--- src/rtl/lfsr_gen.sv ---
// lfsr_gen: parametrised Fibonacci XNOR LFSR with a run/idle FSM, runtime
// seed load, a wrap counter and a one-cycle timeout pulse for the game
// controller.
//
// Optional build macro: LFSR_GEN_LOCKUP_FIX_EN
//   defined     - in RUN, an all-ones LFSR is reloaded with SEED on the
//                 next step instead of sitting in the XNOR lockup state.
//   not defined - all-ones is left as a fixed point until seed_load/reset.
module lfsr_gen #(
    parameter int                 WIDTH    = 8,
    parameter logic [WIDTH-1:0]   TAPS     = 8'hB8,
    parameter logic [WIDTH-1:0]   SEED     = '0,
    parameter logic [WIDTH-1:0]   WRAP_VAL = {{(WIDTH-1){1'b0}}, 1'b1},
    parameter logic [WIDTH-1:0]   MATCH    = 8'h61,
    parameter int                 CNT_W    = 11,
    parameter logic [CNT_W-1:0]   WRAP_CNT = 11'd1968
) (
    input  logic             clk,
    input  logic             rst,
    input  logic             start,
    input  logic             stop,
    input  logic             seed_load,
    input  logic [WIDTH-1:0] seed_in,
    output logic [WIDTH-1:0] lfsr_out,
    output logic             running,
    output logic             lfsr_to,
    output logic [CNT_W-1:0] wrap_cnt
);

    typedef enum logic {
        ST_IDLE = 1'b0,
        ST_RUN  = 1'b1
    } state_t;

    state_t             state_q, state_d;
    logic [WIDTH-1:0]   lfsr_q, lfsr_d;
    logic [CNT_W-1:0]   wrap_q, wrap_d;
    logic               to_q, to_d;

    logic               is_run;
    logic               hit;
    logic               step_en;
    logic               feedback;
    logic [WIDTH-1:0]   lfsr_step;

    // Decode the current state and the pre-edge conditions used by every decision.
    always_comb begin
        is_run    = (state_q == ST_RUN);
        hit       = is_run && (wrap_q == WRAP_CNT) && (lfsr_q == MATCH);
        step_en   = is_run && !stop;
        feedback  = ~^(lfsr_q & TAPS);
        lfsr_step = {lfsr_q[WIDTH-2:0], feedback};
    end

    // Next-state logic: seed load beats a timeout hit, which beats a normal step.
    always_comb begin
        state_d = state_q;
        lfsr_d  = lfsr_q;
        wrap_d  = wrap_q;
        to_d    = 1'b0;

        if (stop) begin
            state_d = ST_IDLE;
        end else if (start) begin
            state_d = ST_RUN;
        end

        if (seed_load) begin
            lfsr_d = seed_in;
            wrap_d = '0;
        end else if (hit) begin
            lfsr_d = SEED;
            wrap_d = '0;
            to_d   = 1'b1;
        end else if (step_en) begin
`ifdef LFSR_GEN_LOCKUP_FIX_EN
            if (&lfsr_q) begin
                lfsr_d = SEED;
            end else begin
                lfsr_d = lfsr_step;
                if (lfsr_q == WRAP_VAL) begin
                    wrap_d = wrap_q + 1'b1;
                end
            end
`else
            lfsr_d = lfsr_step;
            if (lfsr_q == WRAP_VAL) begin
                wrap_d = wrap_q + 1'b1;
            end
`endif
        end
    end

    // State and output registers; reset discards everything asynchronously.
    always_ff @(posedge clk or posedge rst) begin
        if (rst) begin
            state_q <= ST_IDLE;
            lfsr_q  <= SEED;
            wrap_q  <= '0;
            to_q    <= 1'b0;
        end else begin
            state_q <= state_d;
            lfsr_q  <= lfsr_d;
            wrap_q  <= wrap_d;
            to_q    <= to_d;
        end
    end

    assign lfsr_out = lfsr_q;
    assign running  = (state_q == ST_RUN);
    assign lfsr_to  = to_q;
    assign wrap_cnt = wrap_q;

endmodule

--- config.mk ---
export PLATFORM = sky130hd
export DESIGN_NAME = lfsr_gen
export DESIGN_NICKNAME = d
export VERILOG_FILES = /design/src/rtl/lfsr_gen.sv
export SDC_FILE = /design/constraint.sdc
export NUM_CORES = 1
export LEC_CHECK = 0
export ABC_AREA = 1
export BUFFER_PORTS_ARGS = -buffer_cell sky130_fd_sc_hd__buf_2
export CORE_ASPECT_RATIO = 0.5
export CORE_MARGIN = 8
export CORE_UTILIZATION = 43
export CTS_CLUSTER_SIZE = 16
export DETAILED_ROUTE_END_ITERATION = 6
export PLACE_DENSITY = 0.72
export SYNTH_ARGS = -nofsm -noshare
export SYNTH_HDL_FRONTEND = slang
export SYNTH_SLANG_ARGS = --single-unit
--- constraint.sdc ---
create_clock -name clk -period 3.8 [get_ports clk]
set_clock_uncertainty 0.15 [all_clocks]
set_input_delay 0 -clock clk [delete_from_list [all_inputs] [get_ports clk]]
set_output_delay 0 -clock clk [all_outputs]
set_load 0.03 [all_outputs]
==> results of run 1 <==
final cells by class:
| class | instances | area [um^2] |
|---|---|---|
| clock buffers | 4 | 45.0 |
| multi-input cells | 138 | 682 |
| repair buffers | 51 | 345 |
| fillers | 287 | 1230 |
| inverters | 27 | 101 |
| well taps | 40 | 50.0 |
| flip-flops and latches | 21 | 526 |
synthesized netlist by cell type:
master	number	area (um^2)
buf_6	1	11.3
nand4_1	10	62.6
nand2_2	3	18.8
nand3_2	1	10.0
ha_1	4	50.1
or2_2	1	6.26
inv_2	1	3.75
nor3_4	1	16.3
buf_1	1	3.75
o21ai_0	6	30.0
nor2_1	26	97.6
xor2_1	4	35.0
xnor2_1	1	8.76
nand2_4	1	11.3
clkbuf_1	1	3.75
a21oi_1	3	15.0
nand2_1	55	206
o21bai_1	1	7.51
nor2_2	1	6.26
dfrtp_1	21	526
nand3_1	14	70.1
inv_1	26	97.6
nor3_1	6	30.0
path summary, 6_finish.rpt:
check,to,slack (ns),cells past startpoint
worst max-delay path,running,1.97,6
worst min-delay path,lfsr_out[0],0.09,6
worst max register to register,wrap_cnt[6],1.99,7
worst min register to register,lfsr_out[2],0.43,2
max in group asynchronous,lfsr_out[3],2.71,3
min in group asynchronous,wrap_cnt[7],0.29,3
power breakdown:
part / internal, mW / switching [mW]
sequential: 0.235 / 0.0108
combinational: 0.0463 / 0.0800
clock: 0.0748 / 0.0751
total: 0.356 / 0.166
layout by cell type, fill, tap and decap left out:
master,count
a21oi_1,3
buf_2,33
clkbuf_1,1
clkbuf_8,3
dfrtp_1,21
dlygate4sd3_1,18
ha_1,4
inv_1,26
inv_2,1
nand2_1,55
nand2_2,3
nand2_4,1
nand3_1,14
nand3_2,1
nand4_1,10
nor2_1,26
nor2_2,1
nor3_1,6
nor3_4,1
o21ai_0,6
o21bai_1,1
or2_2,1
xnor2_1,1
xor2_1,4
worst max-delay path: cells and delay by family:
kind / cells / cell delay, ns
buf+inv: 4 / 1.73
simple gates: 2 / 0.10
layer usage:
| layer | track usage [%] | up-vias |
|---|---|---|
| li1 | - | 702 |
| met2 | 22.5 | 44 |
| met1 | 16.0 | 625 |
| met3 | 3.90 | 6 |
| met4 | 3.30 | 0 |
| met5 | 0 | - |
registers in the layout (all words and copies together), names as in the netlist:
name      count
wrap_cnt     11
lfsr_out      8
lfsr_to       1
running       1
cells by family (layout without fill, tap and decap cells):
family | Yosys count | count (layout)
simple gates | 119 | 119
buf+inv | 30 | 82
flops | 21 | 21
compound gates | 10 | 10
xor+xnor | 5 | 5
fa+ha+maj | 4 | 4
metrics by stage:
stage          std cells  cell area (um^2)  total power [mW]  setup WS (ns)  util, %
6_report             281              1750             0.522           1.97     58.7
5_1_grt              281              1750             0.547           1.84     58.7
4_1_cts              281              1750             0.526           1.98     58.7
3_5_place_dp         259              1520             0.362           2.01     51.2
3_3_place_gp         259              1520             0.360           2.02     51.2
2_1_floorplan        189              1330             0.329           1.99        -
==> impl_metrics.ini, run 1 <==
[clocking]
clk_pin_slew_worst_paths_ns = 0.07
cts_tree = built
cts_buffers = 3
cts_setup_buffers = 0
clock_sinks = 21
clkLatencyLatePin_ns = 0.26
htree_levels = 1
cts_buffer_depth = 2
hold_buffers = 18
clock-root-buffer = clkbuf_8
post_cts_resized = 0

[grt]
grt_pass1_wl_um = 5820
grt_util_all_layers_pct = 13.3
antenna_found_initial = 0
grt-ovfl-total = 0
grt_max_degree = 22
grt_pass1_vias = 1325

[detailed_routing]
first_iter_violations = 56
met2_length_um = 1710
top_layer = met4
drt-total-wl_um = 3440
wl_met1_um = 1460
drtPass1Iterations = 4
drc = 0
viasPerCell = 4.90
vias = 1377
postRouteAntennaNets = 0
routedWlPerCell_um = 12.2
dr_wl_met3_um = 222

[logic_synthesis]
ys_seq_elements = 21
yosysUniqueCellTypes = 23
yosys.area_share.adder_pct = 3.77
netlist_instances = 189
synth_xor_area_share_pct = 3.30
synthMuxAreaShare_pct = 0
syn_avg_cell_area_um2 = 7.02
synth-seq-area-share_pct = 39.6
syn_nets = 206
yosysWarnings = 0
synth_top_family_by_area = simple AND/OR/NAND/NOR gates
synth-compound-area-share_pct = 3.96
synthSimpleGateAreaFrac_pct = 40.3
netlist_area_mm2 = 0.00133

[setup_path]
crit_chain = dlygate4sd3_1, buf_2, nand2_1, dlygate4sd3_1, nand2_1, dlygate4sd3_1
cp_slowest_stage_delay_ns = 0.55
critPathRequiredTime_ns = 3.80
crit_slowest_cell = dlygate4sd3_1
crit_arrival_ns = 1.83
cp-startpoint = start
worst-setup-path-type = in2reg
worstPathMaxFanout = 1
critPathMostFrequentCell = dlygate4sd3_1
startpoint_type = input pin
setup.worst_path.end_class = register
reg2reg_from = lfsr_out[4]

[place]
hpwl_um = 2390
gp_congestion = 0.811
port-buffer-count = 33

[flow_run]
cap_violations = 0

[cells_and_area]
drive_above_1_share_pct = 18.7
num_antenna_cells = 0
area_delta_synth_final_pct = 31.8
nets = 259

[sta]
relSlewSlack_pct = 45.4
holdWs_ns = 0.0861
hold_viol = 0
drv_slew = 0
setup_tns_ns = 0
max_freq_mhz = 547
rsz0062_at_grt = false
tightest_slew_ns = 0.818
fin_crit_sh_pct = 48.1
finalSetupViolations = 0
layout_min_cycle_time_ns = 1.83

[hold_path]
min_from = stop
hold_path_class = in2reg

[pwr]
powerDensity_mw_per_mm2 = 298
ir_drop_mv = 0.152
leakage_nw = 0.903

[run_status]
status = finished, final reports clean

[die]
die_h_um = 55.3
ios = 34
dieArea_mm2 = 0.00523
placementRows = 14
core_region_area_mm2 = 0.00298
die_w_um = 94.6
start_util_pct = 44.6
(Power assumes the default switching activity.)
==> run 2: changes to the inputs <==
Clock period 3.8 ns to 1.8 ns, I/O delays scaled along.
==> run 2 against run 1 <==
Effect of this change:
- global-route usage is 0.81 points higher
- clock power is 120% higher
- critical path depth is 1 higher
- final area is 3.6% higher
- sequential share of layout area is 0.90 points lower
- sequential cell count stayed put
- first-iteration DRC count is 11% higher
- via count is 0.65% higher
- routed wire length is 2.2% higher
- non-clock buffer count is 5 higher
- core utilization is 2.1 points higher
==> impl_metrics.ini, run 2 (synthesis results as in run 1) <==
[setup_path]
worst-setup-path-type = reg2reg
crit_slowest_cell = dfrtp_2
regToRegSetupSlack_ns = 0.10
setup.worst_path.end_class = register
critPathBufInv = 2
worstPathMaxFanout = 8
crit_arrival_ns = 1.74
critPathRequiredTime_ns = 1.84
crit_chain = inv_1, ha_1, nand3_2, nor3_4, buf_4, a21oi_1, nor3_1
startpoint_type = register
cp_slowest_stage_delay_ns = 0.40
crit_family = simple AND/OR/NAND/NOR gates

[die]
die_w_um = 94.6
die_h_um = 55.3
ios = 34
dieArea_mm2 = 0.00523
placementRows = 14
start_util_pct = 44.6
core_region_area_mm2 = 0.00298

[clocking]
cts_tree = built
clkLatencyLatePin_ns = 0.27
clock-root-buffer = clkbuf_8
htree_levels = 1
clk_pin_slew_worst_paths_ns = 0.08
clock_sinks = 21
cts_buffers = 3
cts_buffer_depth = 2

[detailed_routing]
vias = 1386
routedWlPerCell_um = 12.3
first_iter_violations = 62
drtPass1Iterations = 6
postRouteAntennaNets = 0
drt-total-wl_um = 3510
drc = 0
viasPerCell = 4.85

[place]
dp.cells = 263
port-buffer-count = 33
hpwl_um = 2480
pre_cts_ws_ns = 0.0113
gp_congestion = 0.831

[sta]
finalSetupViolations = 0
timing.final.ws_setup_ns = 0.103
max_freq_mhz = 589
layout_min_cycle_time_ns = 1.70
drv_slew = 0
relSlewSlack_pct = 61.0
hold_viol = 0
rsz0062_at_grt = false
fin_crit_sh_pct = 94.3
tightest_slew_ns = 0.584
holdWs_ns = 0.192

[pwr]
finalPower_mw = 1.12
powerDensity_mw_per_mm2 = 619
ir_drop_mv = 0.344
leakage_nw = 0.945

[cells_and_area]
area_delta_synth_final_pct = 36.5
final_cell_mix = nand2_1, buf_2, inv_1
nets = 264
num-fill-cells = 280
num_antenna_cells = 0
instances_no_fill = 286
largest_reg_flops = 11
layout_commonest_cell = nand2_1
drive_above_1_share_pct = 22.4

[grt]
grt_pass1_vias = 1371
grt_util_all_layers_pct = 14.1
grt-ovfl-total = 0
grt_max_degree = 15
antenna_found_initial = 0
grt_pass1_wl_um = 6110

[hold_path]
hold_path_class = in2async

[flow_run]
cap_violations = 0

[run_status]
status = finished, final reports clean
run 2: cell count changes in the layout (fill, tap and decap cells not counted), sizes merged:
cell  before  now
buf       33   38
run 2: final cells by class:
cell class                      count  area, um^2  area share (%)
Timing Repair Buffer               56         383            21.1
Tap cell                           40        50.0            2.76
Sequential cell                    21         528            29.1
Multi-Input combinational cell    138         704            38.9
Clock buffer                        4        45.0            2.49
Inverter                           27         101            5.59
run 2: tightest hold or removal path, stage by stage:
cell	delay, ns
dlygate4sd3_1	0.54
buf_2	0.12
inv_1	0.43
run 2: where the power goes:
group	switching [mW]	internal (mW)	total (mW)
clock network	0.165	0.158	0.323
registers	0.0244	0.497	0.521
logic	0.174	0.103	0.277
total	0.363	0.758	1.12
run 2: layer usage:
metal	vias up	wire length (um)	global-route usage, %
met4	0	34	3.96
li1	705	-	-
met2	21	1700	24.1
met5	-	0	0
met3	5	142	3.63
met1	655	1640	16.9
run 2: timing repair:
action                                  CTS  global route
hold endpoints to repair                 23             0
endpoints found under the setup margin    3            18
pin swaps                                 0             1
hold buffers                             18             0
gates resized for setup                   0             6
setup buffers                             0             1
run 2: through the flow:
stage	instance area [um^2]	TNS [ns]	util, %
3_5_place_dp	1560	0	52.2
3_3_place_gp	1560	0	52.2
6_report	1810	0	60.8
4_1_cts	1780	-0.0116	59.8
5_1_grt	1810	0	60.8
2_1_floorplan	1330	0	-
run 2: path summary, 6_finish.rpt:
check                             from          end  depth (start not counted)
hold / removal                     rst  wrap_cnt[9]                          3
setup / recovery           lfsr_out[4]  wrap_cnt[3]                          7
min in group clk            seed_in[3]  lfsr_out[3]                          6
max in group asynchronous          rst  wrap_cnt[7]                          4
setup reg to reg           lfsr_out[4]  wrap_cnt[3]                          7
hold reg to reg            wrap_cnt[5]  wrap_cnt[5]                          2
